`src/rtl/arith_pkg.sv`:
```
// Shared types and helpers for the arithmetic library blocks.
package arith_pkg;

  typedef enum logic [1:0] {IDLE, RUN, DONE} state_t;

  localparam int DEFAULT_WIDTH = 4;

  // Bits needed to count 0..v-1; never less than 1.
  function automatic int clog2(input int v);
    int r;
    r = 1;
    for (int i = 1; i < 32; i++)
      if ((1 << i) < v) r = i + 1;
    return r;
  endfunction

endpackage

```
`src/rtl/full_subtractor_1b.sv`:
```
// One-bit full subtractor: d = a - b - bin, with borrow out.
module full_subtractor_1b (
  input  logic a,
  input  logic b,
  input  logic bin,
  output logic d,
  output logic bout
);

  assign d    = a ^ b ^ bin;
  assign bout = (~a & b) | (~(a ^ b) & bin);

endmodule

```
`src/rtl/serial_subtractor.sv`:
```
// Bit-serial subtractor, LSB first: DIFF = A - B - BIN over WIDTH RUN cycles.
module serial_subtractor
  import arith_pkg::*;
#(
  parameter int WIDTH = DEFAULT_WIDTH
) (
  input  logic             clk,
  input  logic             rst_n,
  input  logic             start,
  input  logic [WIDTH-1:0] A,
  input  logic [WIDTH-1:0] B,
  input  logic             BIN,
  output logic             busy,
  output logic             done,
  output logic [WIDTH-1:0] DIFF,
  output logic             BOUT,
  output logic             ZERO
);

  localparam int CW = clog2(WIDTH);

  state_t           r_state, w_next;
  logic [WIDTH-1:0] r_a, r_b, r_d;
  logic             r_br;
  logic [CW-1:0]    r_cnt;
  logic [WIDTH-1:0] r_diff;
  logic             r_bout, r_zero, r_done;
  logic             w_d, w_bo;

  full_subtractor_1b u_fs (
    .a    (r_a[0]),
    .b    (r_b[0]),
    .bin  (r_br),
    .d    (w_d),
    .bout (w_bo)
  );

  always_ff @(posedge clk or negedge rst_n) begin
    if (!rst_n) r_state <= IDLE;
    else        r_state <= w_next;
  end

  always_comb begin
    w_next = r_state;
    busy   = 1'b0;
    case (r_state)
      IDLE: if (start) w_next = RUN;
      RUN: begin
        busy = 1'b1;
        if (r_cnt == CW'(WIDTH - 1)) w_next = DONE;
      end
      DONE: begin
        busy   = 1'b1;
        w_next = IDLE;
      end
      default: w_next = IDLE;
    endcase
  end

  always_ff @(posedge clk or negedge rst_n) begin
    if (!rst_n) begin
      r_a    <= '0;
      r_b    <= '0;
      r_d    <= '0;
      r_br   <= 1'b0;
      r_cnt  <= '0;
      r_diff <= '0;
      r_bout <= 1'b0;
      r_zero <= 1'b0;
      r_done <= 1'b0;
    end else begin
      // done is registered so it rises in the same cycle as the new result
      r_done <= (r_state == DONE);
      case (r_state)
        IDLE: if (start) begin
          r_a   <= A;
          r_b   <= B;
          r_br  <= BIN;
          r_d   <= '0;
          r_cnt <= '0;
        end
        RUN: begin
          r_d   <= {w_d, r_d[WIDTH-1:1]};
          r_a   <= {1'b0, r_a[WIDTH-1:1]};
          r_b   <= {1'b0, r_b[WIDTH-1:1]};
          r_br  <= w_bo;
          r_cnt <= r_cnt + 1'b1;
        end
        DONE: begin
          r_diff <= r_d;
          r_bout <= r_br;
          r_zero <= (r_d == '0);
        end
        default: ;
      endcase
    end
  end

  assign done = r_done;
  assign DIFF = r_diff;
  assign BOUT = r_bout;
  assign ZERO = r_zero;

endmodule

```
`config.mk`:
```
export PLATFORM = sky130hd
export DESIGN_NAME = serial_subtractor
export DESIGN_NICKNAME = d
export VERILOG_FILES = /design/src/rtl/arith_pkg.sv /design/src/rtl/full_subtractor_1b.sv /design/src/rtl/serial_subtractor.sv
export SDC_FILE = /design/constraint.sdc
export NUM_CORES = 1
export LEC_CHECK = 0
export CAP_MARGIN = 0
export CORE_UTILIZATION = 58
export CTS_CLUSTER_DIAMETER = 100
export CTS_CLUSTER_SIZE = 10
export DETAILED_ROUTE_END_ITERATION = 8
export PLACE_DENSITY_LB_ADDON = 0.12
export SLEW_MARGIN = 20
export SYNTH_ARGS = -nofsm -noshare
export SYNTH_HDL_FRONTEND = slang
export SYNTH_SLANG_ARGS = --single-unit
export TNS_END_PERCENT = 5
```
`constraint.sdc`:
```
create_clock -name clk -period 2.7 [get_ports clk]
set_input_delay 0.81 -clock clk [delete_from_list [all_inputs] [get_ports clk]]
set_output_delay 0.81 -clock clk [all_outputs]
set_load 0.05 [all_outputs]
```
# == Word-level counts from Yosys, hierarchy flattened ==
# Index checks and enable logic that the tools add are counted.
# totals
register_bits,54
inputBits,12
output_inout_bits,8
wordCells,43
# op_classes
n_addsub,1
n_eq_ne,5
muxes,14
bitwise_logic,7
n_reduce_logical,6
# op_table
cell,count
one-hot mux 32 bit (2 select lines),1
adder 32 x 1 -> 32 bit (second input constant),1
equality test 32 x 2 -> 1 bit (second input constant),1
two-way mux 32 bit,1
one-hot mux 4 bit (2 select lines),3
two-way mux 4 bit,3
zero test 4 bit,1
two-way mux 2 bit,2
!= test 2 bit (second input constant),2
one-hot mux 2 bit (2 select lines),1
AND reduction 2 bit,2
bitwise AND 1 bit,2
equality test 2 x 1 -> 1 bit (second input constant),1
equality test 2 bit (second input constant),1
zero test 2 bit,1
two-way mux 1 bit,2
inverter 1 bit,2
one-hot mux 1 bit (2 select lines),1
nonzero test 2 bit,1
OR reduction 2 bit,1
XOR 1 bit,2
bitwise OR 1 bit,1

# == Depth between registers and ports, before layout ==
# logic_depth
word_depth,5
ltp_mapped,9
ltp_nobuf,6

# == Cells and area by module ==
# From an unflattened synthesis, not the netlist that was laid out.
# hier_totals
cells_unflattened,270
hier_area_um2,2738.9
# modules_own_cells
module,n_inst,cells_each,area_per_inst_um2,seq_area_each_um2
serial_subtractor,1,266,2707.6,1351.3
full_subtractor_1b,1,4,31.3,0.0

# == Least setup slack after synthesis ==
# OpenSTA, ideal clock, no wires.
# synth_path
path_type,input to register
from,in start
to,reg r_cnt[30]
setup_ns,0.119
t_arrival_ns,2.172
required_ns,2.581
path_slack_ns,0.409
cell_stages,6
n_path_buf,2
cell_sequence,mux2i_1 > or4_1 > buf_2 > buf_2 > o31a_1 > o21a_1
# synth_via
elab_chain_cells,2
# synth_lines
element,line,rtl
from (decl),serial_subtractor.sv:9,"input logic start,"
!= test 2 bit (no source line),n/a,
AND reduction 2 bit (no source line),n/a,
to (signal assigned),serial_subtractor.sv:87,r_cnt <= r_cnt + 1'b1;
to (decl),serial_subtractor.sv:25,logic [CW-1:0] r_cnt;
# Every way passes these cells.
# A chain may end at the register's enable or synchronous reset.

# == Worst setup path after layout ==
# layout_path
from,in start
to,reg r_cnt[20]
# The elaborated chain is that of the path after synthesis.

==> flow_summary.json <==
{
  "antenna_found_initial": 0,
  "layout-drive-gt1-share": 0.124,
  "drtIter0Drc": 174,
  "cp.required_ns": 2.94,
  "reg2reg_slack_ns": 0.26,
  "synth.area.mux_share": 0.0943,
  "drv_cap": 0,
  "wl_per_cell_um": 16.1,
  "final_common_cell": "dfrtp_1",
  "fp.dieArea_mm2": 0.00523,
  "drc_errors": 0,
  "fin_nets": 333,
  "yosysTopAreaCell": "dfrtp_1",
  "grtUsageTotal": 0.258,
  "synth_compound_area_frac": 0.101,
  "crit_cells": 6,
  "die_y_um": 72.3,
  "core_mm2": 0.00475,
  "finalSetupViolCount": 0,
  "hpwl_um": 4300,
  "final_cells": 381,
  "tightest_slew_ns": 0.611,
  "worstPathMaxFanout": 14,
  "worstSetupStartpoint": "start",
  "num_vias": 2319,
  "htree_levels": 2,
  "synth_top_family_by_area": "simple AND/OR/NAND/NOR gates",
  "rr_endpoint": "r_cnt[20]",
  "syn_inst": 291,
  "syn-mean-instance-area_um2": 9.85,
  "clkSlewWorstSetupHoldPaths_ns": 0.10,
  "worstPathArrival_ns": 2.74,
  "clock.fmax_ghz": 0.401,
  "dp_slack_ns": -0.127,
  "clock_skew_ns": 0.00692,
  "path_delay_family": "simple AND/OR/NAND/NOR gates",
  "synthAdderAreaFrac": 0.0332,
  "finalSetupTns_ns": 0,
  "grtUsageMet2": 0.403,
  "yosysTopAreaCellShare": 0.471,
  "port_buffers": 19,
  "post_cts.repair.setup_buffers": 0,
  "dr.pass1.iters": 5,
  "worst-path-buf-inv": 2,
  "clock_latency_ns": 0.31,
  "cts_buffers": 5,
  "slew-limit-headroom": 0.589,
  "synth_area_mm2": 0.00287,
  "hold_viol": 0,
  "irDropWorstVdd_v": 0.000491,
  "synth_seq_area_share": 0.471,
  "use_met1": 0.376,
  "rsz0062_at_grt": "no",
  "crit_type": "in2reg",
  "min_period_ns": 2.50,
  "power_leakage_uw": 0.00141,
  "ctsHoldBuffers": 0,
  "final_cell_mix": "dfrtp_1 (54), nand2_1 (30), mux2i_1 (17), clkdlybuf4s50_1 (17)",
  "clkSinkCount": 54,
  "synthSimpleGateAreaFrac": 0.249,
  "clockBufferDepth": 2,
  "status": "completed",
  "antenna_left": 0,
  "setup_slack_ns": 0.204,
  "dp.cells": 374,
  "grt_pass1_vias": 2232,
  "synth_fp_nets": 310,
  "die_w_um": 72.3,
  "grt_max_degree": 35,
  "fin_crit_sh": 0.924,
  "synth_area_leaders": "dfrtp_1 (47%), mux2i_1 (6.3%), nand2_1 (3.9%)",
  "path_cells": "clkdlybuf4s50_1 > mux2i_2 > or4_1 > buf_4 > or4_1 > a21oi_1",
  "area_growth_pct": 15.0,
  "synth_warnings": 0,
  "yosysUniqueCellTypes": 37,
  "p_per_area_mw_per_mm2": 855,
  "grtUsageMet3": 0.0458,
  "start_util": 0.603,
  "grt_overflow": 0,
  "drt-total-wl_um": 6120,
  "async_flop_share": 1.00,
  "grt-busiest-layer": "met2",
  "ios": 20,
  "endpoint_kind": "flop",
  "diodes": 0,
  "synth_ff_type": "dfrtp_1",
  "r2r_start": "r_state[0]",
  "rows": 25,
  "crit_end": "r_cnt[20]",
  "r2r_cells": 7,
  "slowest_stage": "or4_1",
  "synth_edf_count": 0,
  "path_common_cell": "or4_1",
  "viasPerCell": 6.09,
  "cts.repair.resized": 0,
  "hp-class": "reg2reg",
  "worstHoldPathCells": 2,
  "setup.worst_path.start_class": "input port",
  "drv_slew": 0,
  "synth_seq_cells": 54,
  "cts_tree": "yes",
  "gp_congestion": 0.802,
  "clockRootBuffer": "clkbuf_8",
  "max_stage_delay_ns": 0.52,
  "synthXorXnorAreaFrac": 0.0183,
  "grt_pass1_wl_um": 10400
}
[flip-flops by register name, summed over array words and instances, names as in the netlist]
signal,count
r_b,4
DIFF,4
r_a,4
ZERO,1
BOUT,1
r_br,1
r_cnt,32
r_state,2
done,1
r_d,4
[cells in the mapped netlist (3+ instances only)]
| cell | count |
|---|---|
| nand2_1 | 30 |
| or3_1 | 4 |
| nor3_1 | 6 |
| a22o_1 | 7 |
| a21oi_1 | 13 |
| mux2_2 | 8 |
| nand4_1 | 15 |
| mux2i_1 | 18 |
| nor2_1 | 9 |
| o21ai_0 | 14 |
| ha_1 | 6 |
| xnor2_1 | 4 |
| and4_1 | 6 |
| inv_1 | 8 |
| clkbuf_1 | 11 |
| o31ai_1 | 6 |
| nand3_1 | 13 |
| nand2b_1 | 4 |
| or4_1 | 8 |
| dfrtp_1 | 54 |
| buf_2 | 3 |
| nor4_1 | 15 |
| or2_2 | 8 |
[worst register-to-register path, stage by stage (launching register included)]
cell	delay [ns]
dfrtp_1	0.45
inv_1	0.12
ha_1	0.29
mux2i_2	0.19
or4_1	0.52
buf_4	0.20
or4_1	0.47
a21oi_1	0.15
[stage by stage]
stage               hold slack, ns  area, um^2   util  power [uW]
floorplan                    0.450        2870      -        1940
global placement             0.463        3180  0.669        2240
detailed placement           0.470        3180  0.669        2280
CTS                          0.492        3300  0.693        2830
global route                 0.519        3300  0.693        2970
finish                       0.485        3300  0.693        2820
[where the power goes]
part,internal [uW],leakage [uW],switching (uW)
clock network,297,0.0000573,262
registers,972,0.000726,122
logic,469,0.000629,693
[area by class of cell]
class	count	area (um^2)
repair buffers	32	293
inverters	8	30.0
well taps	67	83.8
fillers	379	1460
flip-flops and latches	54	1350
clock buffers	6	82.6
clock inverters	1	30.0
multi-input cells	213	1430
[how the worst min path moves through the flow]
stage	start	slack (ns)	endpoint
after global routing	r_a[2]	0.52	r_a[2]
final	r_a[2]	0.48	r_a[2]
after detailed placement	r_a[2]	0.47	r_a[2]
after global placement	r_a[2]	0.46	r_a[2]
after CTS	r_a[2]	0.49	r_a[2]
after floorplan	r_a[1]	0.45	r_a[1]
[cell families (layout without fill, tap and decap cells)]
logic type,after synthesis,count (layout)
AO/OA/AOI/OAI,46,46
XOR/XNOR,6,6
adder cells (fa/ha/maj),7,7
buffers and inverters,24,47
flip-flops,54,54
multiplexers,26,26
AND/OR/NAND/NOR,128,128
[routing by layer]
layer | vias to the layer above | routed length [um]
met2 | 57 | 2780
met1 | 1128 | 2980
met5 | - | 0
li1 | 1118 | -
met4 | 0 | 95
met3 | 16 | 266
(Power assumes the default switching activity.)
